[src/rtl/bar_scan_ctrl.sv]
// Bar display scanline sequencer: prefetches per-slot levels over req/ack and draws bars per pixel.
// Optional BAR_MISS_CNT_EN adds a saturating per-frame miss counter output.
module bar_scan_ctrl #(
  parameter int unsigned BLANK_X_OFF = 0,
  parameter int unsigned SLOT_W      = 24,
  parameter int unsigned BAR_Y_TOP   = 0,
  parameter int unsigned BAR_H       = 128,
  parameter int unsigned VAL_W       = 7
) (
  input  logic             vga_clk,
  input  logic             reset_n,
  input  logic             line_start,
  input  logic [11:0]      CounterX,
  input  logic [11:0]      CounterY,
  output logic             val_req,
  output logic [3:0]       val_addr,
  input  logic             val_ack,
  input  logic [VAL_W-1:0] val_data,
  output logic             bar_on,
  output logic [3:0]       bar_slot,
  output logic             slot_valid,
  output logic             miss
`ifdef BAR_MISS_CNT_EN
  ,
  output logic [7:0]       miss_cnt
`endif
);

  localparam int unsigned CW        = 13;
  localparam int unsigned NUM_SLOTS = 11;
  localparam logic [3:0]  LAST_SLOT = 4'd10;

  typedef enum logic [1:0] {S_IDLE, S_REQ, S_HAVE, S_DRAIN} state_t;

  state_t             state;
  logic [3:0]         fidx;
  logic               restart;
  logic [VAL_W-1:0]   cur_val;
  logic [VAL_W-1:0]   next_val;
  logic [VAL_W-1:0]   cur_eff;
  logic [CW-1:0]      x_ext;
  logic [CW-1:0]      y_ext;
  logic [CW-1:0]      depth;
  logic               in_rows;
  logic               lit;
  logic               hit_valid;
  logic [3:0]         hit_slot;
  logic               start_hit;
  logic               do_load;
  logic               do_miss;

  // Slot position table: gaps at positions 3, 6, 10, 12, 14.
  function automatic logic [CW-1:0] slot_start(input logic [3:0] idx);
    int unsigned pos;
    case (idx)
      4'd0:    pos = 0;
      4'd1:    pos = 1;
      4'd2:    pos = 2;
      4'd3:    pos = 4;
      4'd4:    pos = 5;
      4'd5:    pos = 7;
      4'd6:    pos = 8;
      4'd7:    pos = 9;
      4'd8:    pos = 11;
      4'd9:    pos = 13;
      default: pos = 15;
    endcase
    return CW'(BLANK_X_OFF + pos * SLOT_W);
  endfunction

  assign x_ext = CW'(CounterX);
  assign y_ext = CW'(CounterY);

  always_comb begin : slot_decode
    hit_valid = 1'b0;
    hit_slot  = '0;
    for (int unsigned i = 0; i < NUM_SLOTS; i++) begin
      if (x_ext >= slot_start(4'(i)) && x_ext < slot_start(4'(i)) + CW'(SLOT_W)) begin
        hit_valid = 1'b1;
        hit_slot  = 4'(i);
      end
    end
  end

  assign start_hit = (x_ext == slot_start(fidx));
  assign do_load   = (state == S_HAVE) && !line_start && start_hit;
  assign do_miss   = (state == S_REQ)  && !line_start && start_hit;

  // The level loaded at a slot start already applies to that start pixel.
  assign cur_eff = do_load ? next_val : (do_miss ? '0 : cur_val);

  assign in_rows = (y_ext >= CW'(BAR_Y_TOP)) && (y_ext < CW'(BAR_Y_TOP + BAR_H));
  assign depth   = CW'(BAR_Y_TOP + BAR_H - 1) - y_ext;
  assign lit     = in_rows && (depth < CW'(cur_eff));

  always_ff @(posedge vga_clk or negedge reset_n) begin
    if (!reset_n) begin
      state      <= S_IDLE;
      fidx       <= '0;
      restart    <= 1'b0;
      cur_val    <= '0;
      next_val   <= '0;
      val_req    <= 1'b0;
      val_addr   <= '0;
      bar_on     <= 1'b0;
      bar_slot   <= '0;
      slot_valid <= 1'b0;
      miss       <= 1'b0;
    end else begin
      cur_val    <= cur_eff;
      miss       <= do_miss;
      bar_on     <= hit_valid && lit;
      slot_valid <= hit_valid;
      bar_slot   <= hit_slot;
      case (state)
        S_IDLE: begin
          if (line_start) begin
            fidx     <= '0;
            val_req  <= 1'b1;
            val_addr <= '0;
            state    <= S_REQ;
          end
        end
        S_REQ: begin
          if (line_start) begin
            fidx <= '0;
            if (val_req && val_ack) begin
              val_req <= 1'b0;
            end else if (val_req) begin
              restart <= 1'b1;
              state   <= S_DRAIN;
            end
          end else if (do_miss) begin
            // An ack landing on the start pixel still completes the bus transfer.
            if (val_req && val_ack) begin
              val_req <= 1'b0;
              if (fidx == LAST_SLOT) state <= S_IDLE;
              else                   fidx  <= fidx + 4'd1;
            end else begin
              restart <= 1'b0;
              state   <= S_DRAIN;
            end
          end else if (!val_req) begin
            val_req  <= 1'b1;
            val_addr <= fidx;
          end else if (val_ack) begin
            val_req  <= 1'b0;
            next_val <= val_data;
            state    <= S_HAVE;
          end
        end
        S_HAVE: begin
          if (line_start) begin
            fidx     <= '0;
            val_req  <= 1'b1;
            val_addr <= '0;
            state    <= S_REQ;
          end else if (do_load) begin
            if (fidx == LAST_SLOT) begin
              state <= S_IDLE;
            end else begin
              fidx     <= fidx + 4'd1;
              val_req  <= 1'b1;
              val_addr <= fidx + 4'd1;
              state    <= S_REQ;
            end
          end
        end
        S_DRAIN: begin
          if (val_ack) begin
            val_req <= 1'b0;
            restart <= 1'b0;
            if (line_start || restart) begin
              fidx  <= '0;
              state <= S_REQ;
            end else if (fidx == LAST_SLOT) begin
              state <= S_IDLE;
            end else begin
              fidx  <= fidx + 4'd1;
              state <= S_REQ;
            end
          end else if (line_start) begin
            fidx    <= '0;
            restart <= 1'b1;
          end
        end
        default: state <= S_IDLE;
      endcase
    end
  end

`ifdef BAR_MISS_CNT_EN
  // Per-frame miss counter, cleared at the line_start of row 0.
  always_ff @(posedge vga_clk or negedge reset_n) begin
    if (!reset_n) begin
      miss_cnt <= '0;
    end else if (line_start && CounterY == 12'd0) begin
      miss_cnt <= '0;
    end else if (do_miss && miss_cnt != 8'hFF) begin
      miss_cnt <= miss_cnt + 8'd1;
    end
  end
`endif

endmodule

[config.mk]
export PLATFORM = sky130hd
export DESIGN_NAME = bar_scan_ctrl
export DESIGN_NICKNAME = d
export VERILOG_FILES = /design/src/rtl/bar_scan_ctrl.sv
export SDC_FILE = /design/constraint.sdc
export NUM_CORES = 1
export LEC_CHECK = 0
export ABC_AREA = 1
export CORE_MARGIN = 2
export CORE_UTILIZATION = 35
export DETAILED_ROUTE_END_ITERATION = 10
export GPL_TIMING_DRIVEN = 0
export PLACE_DENSITY = 0.58
export SYNTH_ARGS = -nofsm -noshare
export SYNTH_HDL_FRONTEND = slang
export SYNTH_SLANG_ARGS = --single-unit
[constraint.sdc]
create_clock -name vga_clk -period 5.9 [get_ports vga_clk]
set_input_delay 0.59 -clock vga_clk [delete_from_list [all_inputs] [get_ports vga_clk]]
set_output_delay 0.59 -clock vga_clk [all_outputs]
set_load 0.02 [all_outputs]
==> metrics.md, run 1 <==
| Metric | Value |
|---|---|
| Synth unique cells | `48` |
| Mean post-synth cell area | `7.66 um2` |
| VDD IR-drop max | `0.000117 V` |
| Seq/Total Area, Yosys | `0.313` |
| Detail Route met2 WL | `2.69 mm` |
| DRC | `0` |
| DIE WIDTH | `90.8 um` |
| ANT nets after route | `0` |
| Async S/R FF share, synth | `1.00` |
| Design Power | `0.952 mW` |
| Filler cells | `757` |
| Routed via count | `2,353` |
| Final hold viol count | `0` |
| Worst setup SP type | `flop` |
| Pleak | `1.66 nW` |
| Worst skew pair latency | `290 ps` |
| Cells after synthesis | `344` |
| PwrDens | `287 nW/um2` |
| Top_reg_cell synth | `dfrtp_1` |
| Top sig layer | `met4` |
| Critical path peak fanout | `8` |
| Least-Margin Pin Slew | `729 ps` |
| Sw frac | `0.390` |
| Vias per std cell | `4.75` |
| Synth Net Count | `401` |
| Post-placement cell area | `3200 um2` |
| RSZ-0062 raised after global routing | `no` |
| Starting DRC count in detailed routing | `98` |
| CP Data Required Time | `6110 ps` |
| Net Switching | `0.372 mW` |
| Mapped cell area | `2640 um2` |
| CP max stage delay | `460 ps` |
| Met1 wire length | `2.71 mm` |
| Minimum clock period | `4070 ps` |
| First-pass GRT wire length | `10.0 mm` |
| Top cells by count, synth | `nand2_1, inv_1, dfrtp_1, nor2_1, nand3_1` |
| Max Buffers Root-to-Sink | `2` |
| Comb pwr share | `0.433` |
| Final TNS setup | `0 ps` |
| Total Wirelength | `5.72 mm` |
| Via count of the first global-routing pass | `2,275` |
| Most instantiated library cell after synthesis | `nand2_1` |
| Initial antenna violation count | `0` |
| Largest net degree at the start of global routing | `34` |
| Pins Over Slew Limit | `0` |
| Met3 WL post-DR | `267 um` |
| Crit-path cells | `inv_1, ha_1, nand2_1, o21ai_0, a31oi_1, inv_1, ha_1, inv_1, fa_1, nand2_1, nand2_1, nor2_1, nand2_2, nor2_4, nand4_4, inv_2, nand2_1, nand2_1, inv_1, ha_1, a2111o_1, nor3_1, nand2_1, a21oi_1` |
| GRT overflow | `0` |
| Nets | `452` |
| Rel. slew slack | `0.514` |
| Hold WS | `352 ps` |
| CTS Sinks | `33` |
| First-pass DRT Iterations | `4` |
| Max Cap Viol | `0` |
| # IOs | `47` |
| Final Setup Violations | `0` |
| Clk network pwr share | `0.237` |
| Post-Layout Inst Area | `3320 um2` |
| Total CTS buffers | `5` |
| Critical path type | `reg2reg` |
| Post-synth EDFFs | `0` |
| Cell taking the most area after synthesis | `dfrtp_1` |
| Synth warn | `0` |
| Setup ws final | `1830 ps` |
| Synth top area share | `0.313` |
| F_max | `246 MHz` |
| Hold WC Path Type | `in2async` |
| Arrival time at the worst endpoint | `4280 ps` |
| Pre-CTS setup slack | `1810 ps` |
| GRT Overall Usage | `0.146` |
| Worst clock skew | `6.68 ps` |
| Internal | `0.580 mW` |
| CTS tree | `done` |
| # rows | `31` |
| Routed length per instance | `11.6 um` |
| Clock transition at path regs | `70 ps` |
| Area contributors post-synth | `dfrtp_1, nand2_1, ha_1, inv_1, nand3_1` |
| H-tree depth | `2` |
| DP HPWL | `4.59 mm` |
| CP dominant cell by count | `nand2_1` |
| Synth-to-layout area growth | `25.8%` |
| Root Buffer | `clkbuf_8` |
| Initial Util | `0.362` |
| Core Area | `7290 um2` |
| Hold buffers post-CTS | `0` |
| IO buf count | `44` |
| GPL Wtd Cong | `0.854` |
| Yosys reg bits | `33` |
| Postcts setup bufs | `0` |
| Antenna diode count | `0` |
| Die height | `90.8 um` |
| Share of cells above drive strength 1 | `0.131` |
| Worst path slowest cell | `dfrtp_1` |
| Flop pwr share | `0.330` |
| CP Capture Type | `flop` |
| Fin crit share | `0.689` |
| Post-cts sizing count | `0` |
| Status | `finished clean` |
| Die area | `8240 um2` |
## metrics by stage
step,utilization,cells
6_report,0.455,495
5_1_grt,0.455,495
4_1_cts,0.455,495
3_5_place_dp,0.438,487
3_3_place_gp,0.439,487
2_1_floorplan,-,344
## state kept, by name (all words and copies together), names as in the netlist
signal,flops
slot_valid,1
val_addr,4
fidx,4
cur_val,7
bar_on,1
miss,1
bar_slot,4
state,2
restart,1
next_val,7
val_req,1
## cell usage in the layout, fill, tap and decap left out, types with 5 or more instances in the layout
cell,n
nor3_1,5
nor2_1,24
clkbuf_8,6
nand4_1,5
a21oi_1,6
o21ai_1,5
o21ai_0,10
nand2_2,11
dfrtp_1,33
inv_2,8
nand3_1,22
inv_1,43
nand2_1,95
mux2_1,7
ha_1,21
clkdlybuf4s50_1,43
## layer usage
metal  track usage  vias to the layer above
li1              -                     1226
met1         0.190                     1064
met2         0.247                       56
met3        0.0342                        7
met4        0.0328                        0
met5             0                        -
## kinds of logic after synthesis
logic type,synth area share
AO/OA/AOI/OAI,0.102
XOR/XNOR,0.00997
AND/OR/NAND/NOR,0.351
multiplexers,0.0299
buffers and inverters,0.0869
flip-flops,0.313
adder cells (fa/ha/maj),0.107
## worst paths after layout
path	startpoint	to	slack, ps	cells after the start
worst max-delay path	fidx[1]	bar_on	1830	24
worst min-delay path	reset_n	fidx[1]	350	1
worst max register to register	fidx[1]	bar_on	1830	24
worst min register to register	val_addr[2]	val_addr[2]	490	2
max in group asynchronous	reset_n	bar_slot[0]	5070	1
min in group vga_clk	val_addr[2]	val_addr[2]	490	2
## worst max-delay path: cells and delay by family (launching register included)
family | cells | cell delay, ps
compound gates | 4 | 790
fa+ha+maj | 4 | 1140
buf+inv | 5 | 510
flops | 1 | 460
simple gates | 11 | 1100
## power groups by stage
| stage | logic (mW) | registers [mW] | clock network (mW) |
|---|---|---|---|
| after floorplan | 0.299 | 0.318 | 0 |
| after CTS | 0.414 | 0.315 | 0.228 |
| final | 0.412 | 0.315 | 0.226 |
| after global placement | 0.409 | 0.318 | 0 |
| after global routing | 0.468 | 0.322 | 0.239 |
| after detailed placement | 0.411 | 0.318 | 0 |
## layout make-up
type	instances	area, um2	area share
clock buffer	6	82.6	0.0249
buffer	4	28.8	0.00868
timing repair buffer	44	435	0.131
inverter	52	200	0.0604
sequential	33	826	0.249
multi-input combinational	255	1580	0.477
clock inverter	2	37.5	0.0113
tap	99	124	0.0374
No activity file was read; power rests on OpenSTA's default activity.
==> inputs of run 2 (changes only) <==
PLACE_DENSITY = 0.6   (was 0.58)
clock period = 3.3 ns   (was 5.9 ns; I/O delays follow)
==> run 2 against run 1 <==
  * The flow now finishes with violations (negative setup slack)
  * Design area is 16% higher
  * Clock power increased by 75%
  * Utilization increased by 7.4 points
  * Routed wire length rose by 15%
  * Flip-flop and latch count unchanged
  * Combinational power grew 120%
  * Maximum frequency rose by 14%
  * Global-route usage up 1.6 points
  * Total power grew 97%
  * Largest power group unchanged
==> metrics.md, run 2 (synthesis gave the netlist of run 1 again) <==
| Metric | Value |
|---|---|
| Total CTS buffers | `5 (unchanged)` |
| CTS tree | `done` |
| Filler cells | `697 (-7.9%)` |
| Starting DRC count in detailed routing | `87 (-11%)` |
| RSZ-0062 raised after global routing | `yes` |
| Max Cap Viol | `0 (unchanged)` |
| Fin crit share | `1.08 (+0.391)` |
| GPL Wtd Cong | `0.878 (+2.7%)` |
| Nets | `487 (+7.7%)` |
| Worst clock skew | `7.74 ps (+1.06 ps)` |
| Root Buffer | `clkbuf_8` |
| Commonest non-fill, non-tap cell in the layout | `nand2_1` |
| Core Area | `7290 um2 (unchanged)` |
| Pleak | `1.88 nW (+13%)` |
| DRC | `0 (unchanged)` |
| # IOs | `47 (unchanged)` |
| Max Buffers Root-to-Sink | `2 (unchanged)` |
| ANT nets after route | `0 (unchanged)` |
| Critical path type | `reg2reg` |
| Largest net degree at the start of global routing | `34 (unchanged)` |
| Die height | `90.8 um (unchanged)` |
| DP HPWL | `4.62 mm (+0.59%)` |
| CP max stage delay | `460 ps (about the same)` |
| Routed via count | `2,573 (+9.3%)` |
| GRT overflow | `0 (unchanged)` |
| Vias per std cell | `4.85 (+2.1%)` |
| # rows | `31 (unchanged)` |
| First-pass DRT Iterations | `4 (unchanged)` |
| Final hold viol count | `0 (unchanged)` |
| Minimum clock period | `3560 ps (-502 ps)` |
| Least-Margin Pin Slew | `742 ps (+12.6 ps)` |
| Worst path slowest cell | `dfrtp_2` |
| Reg2reg setup slack | `-260 ps (-2100 ps)` |
| Total Wirelength | `6.57 mm (+15%)` |
| Via count of the first global-routing pass | `2,531 (+11%)` |
| Antenna diode count | `0 (unchanged)` |
| DIE WIDTH | `90.8 um (unchanged)` |
| VDD IR-drop max | `0.000290 V (+150%)` |
| Commonest cells after routing, fill and taps aside | `nand2_1, clkdlybuf4s50_1, inv_1` |
| Share of cells above drive strength 1 | `0.295 (+0.163)` |
| Failing checks | `negative setup slack` |
| Final Setup Violations | `6 (+6)` |
| Status | `complete, but fails checks` |
| First-pass GRT wire length | `11.0 mm (+9.5%)` |
| GRT Overall Usage | `0.162 (+0.0157)` |
| Arrival time at the worst endpoint | `3790 ps (-490 ps)` |
| PwrDens | `487 nW/um2 (+70%)` |
| Largest regs | `cur_val (7), next_val (7)` |
| F_max | `281 MHz (+14%)` |
| Initial antenna violation count | `0 (unchanged)` |
| Post-layout util | `0.528 (+0.0736)` |
| Worst setup SP type | `flop` |
| CP Data Required Time | `3530 ps (-2580 ps)` |
| CP Capture Type | `flop` |
| Die area | `8240 um2 (unchanged)` |
| Hold WS | `90.7 ps (-262 ps)` |
| Routed length per instance | `12.4 um (+7.3%)` |
| Clock transition at path regs | `70 ps (about the same)` |
| IO buf count | `44 (unchanged)` |
| CTS Sinks | `33 (unchanged)` |
| Worst skew pair latency | `300 ps (about the same)` |
| Synth-to-layout area growth | `46.1%` |
| Setup ws final | `-264 ps (-2100 ps)` |
| Critical path peak fanout | `6 (-2)` |
| Initial Util | `0.362 (unchanged)` |
| Hold WC Path Type | `in2async` |
| Rel. slew slack | `0.505 (-0.00837)` |
| H-tree depth | `2 (unchanged)` |
| Pins Over Slew Limit | `0 (unchanged)` |
## run 2: cell count changes in the layout (fill, tap and decap cells not counted), moves of 4 or more
cell	before	now
ha_1	21	14
inv_1	43	37
buf_6	1	19
nand2_4	3	7
nand2_1	95	87
inv_2	8	12
buf_4	1	18
ha_4	0	7
nand2_2	11	15
mux2_1	7	1
mux2_4	0	6
## run 2: worst max-delay path: cells and delay by family (launching register included)
family	cells	cell delay [ps]
simple gates	11	880
compound gates	5	680
buf+inv	5	490
flops	1	460
fa+ha+maj	4	970
## run 2: path summary, 6_finish.rpt
path / startpoint / to / depth (start not counted)
setup reg to reg: fidx[0] / bar_on / 25
min in group vga_clk: CounterX[6] / bar_slot[3] / 4
setup / recovery: fidx[0] / bar_on / 25
hold reg to reg: val_addr[3] / val_addr[3] / 2
max in group asynchronous: reset_n / fidx[0] / 1
hold / removal: reset_n / fidx[2] / 1
## run 2: timing repair
action | in CTS | in global routing
setup endpoints to repair | 5 | 21
cloned | 0 | 0
pin swaps | 25 | 17
hold buffers | 0 | 0
buffers inserted | 30 | 9
gates resized for setup | 41 | 24
## run 2: stage by stage
stage          setup WS, ps  instances  instance area [um2]  TNS [ps]  total power, mW
6_report               -264        530                 3850      -606             1.88
5_1_grt                -508        530                 3850     -3960             2.01
4_1_cts                -252        525                 3720      -415             1.79
3_5_place_dp           -685        487                 3210      -828             1.31
3_3_place_gp           -612        487                 3210      -612             1.31
2_1_floorplan          -262        344                 2650      -262             1.11
## run 2: metal layers
layer	GRT usage	wire, um
met3	0.0384	280
met5	0	0
met4	0.0581	114
met2	0.295	3340
met1	0.183	2840
## run 2: cell type report
| cell class | count | area, um2 | share of cell area |
|---|---|---|---|
| multi-input cells | 255 | 1790 | 0.463 |
| flip-flops and latches | 33 | 828 | 0.215 |
| repair buffers | 79 | 766 | 0.199 |
| inverters | 52 | 205 | 0.0533 |
| well taps | 99 | 124 | 0.0322 |
| clock buffers | 5 | 68.8 | 0.0179 |
| clock inverters | 3 | 46.3 | 0.0120 |
| plain buffers | 4 | 28.8 | 0.00747 |
## run 2: where the power goes
part / switching [mW] / total, mW / internal (mW)
clock network: 0.170 / 0.396 / 0.226
logic: 0.501 / 0.915 / 0.414
registers: 0.0730 / 0.564 / 0.491
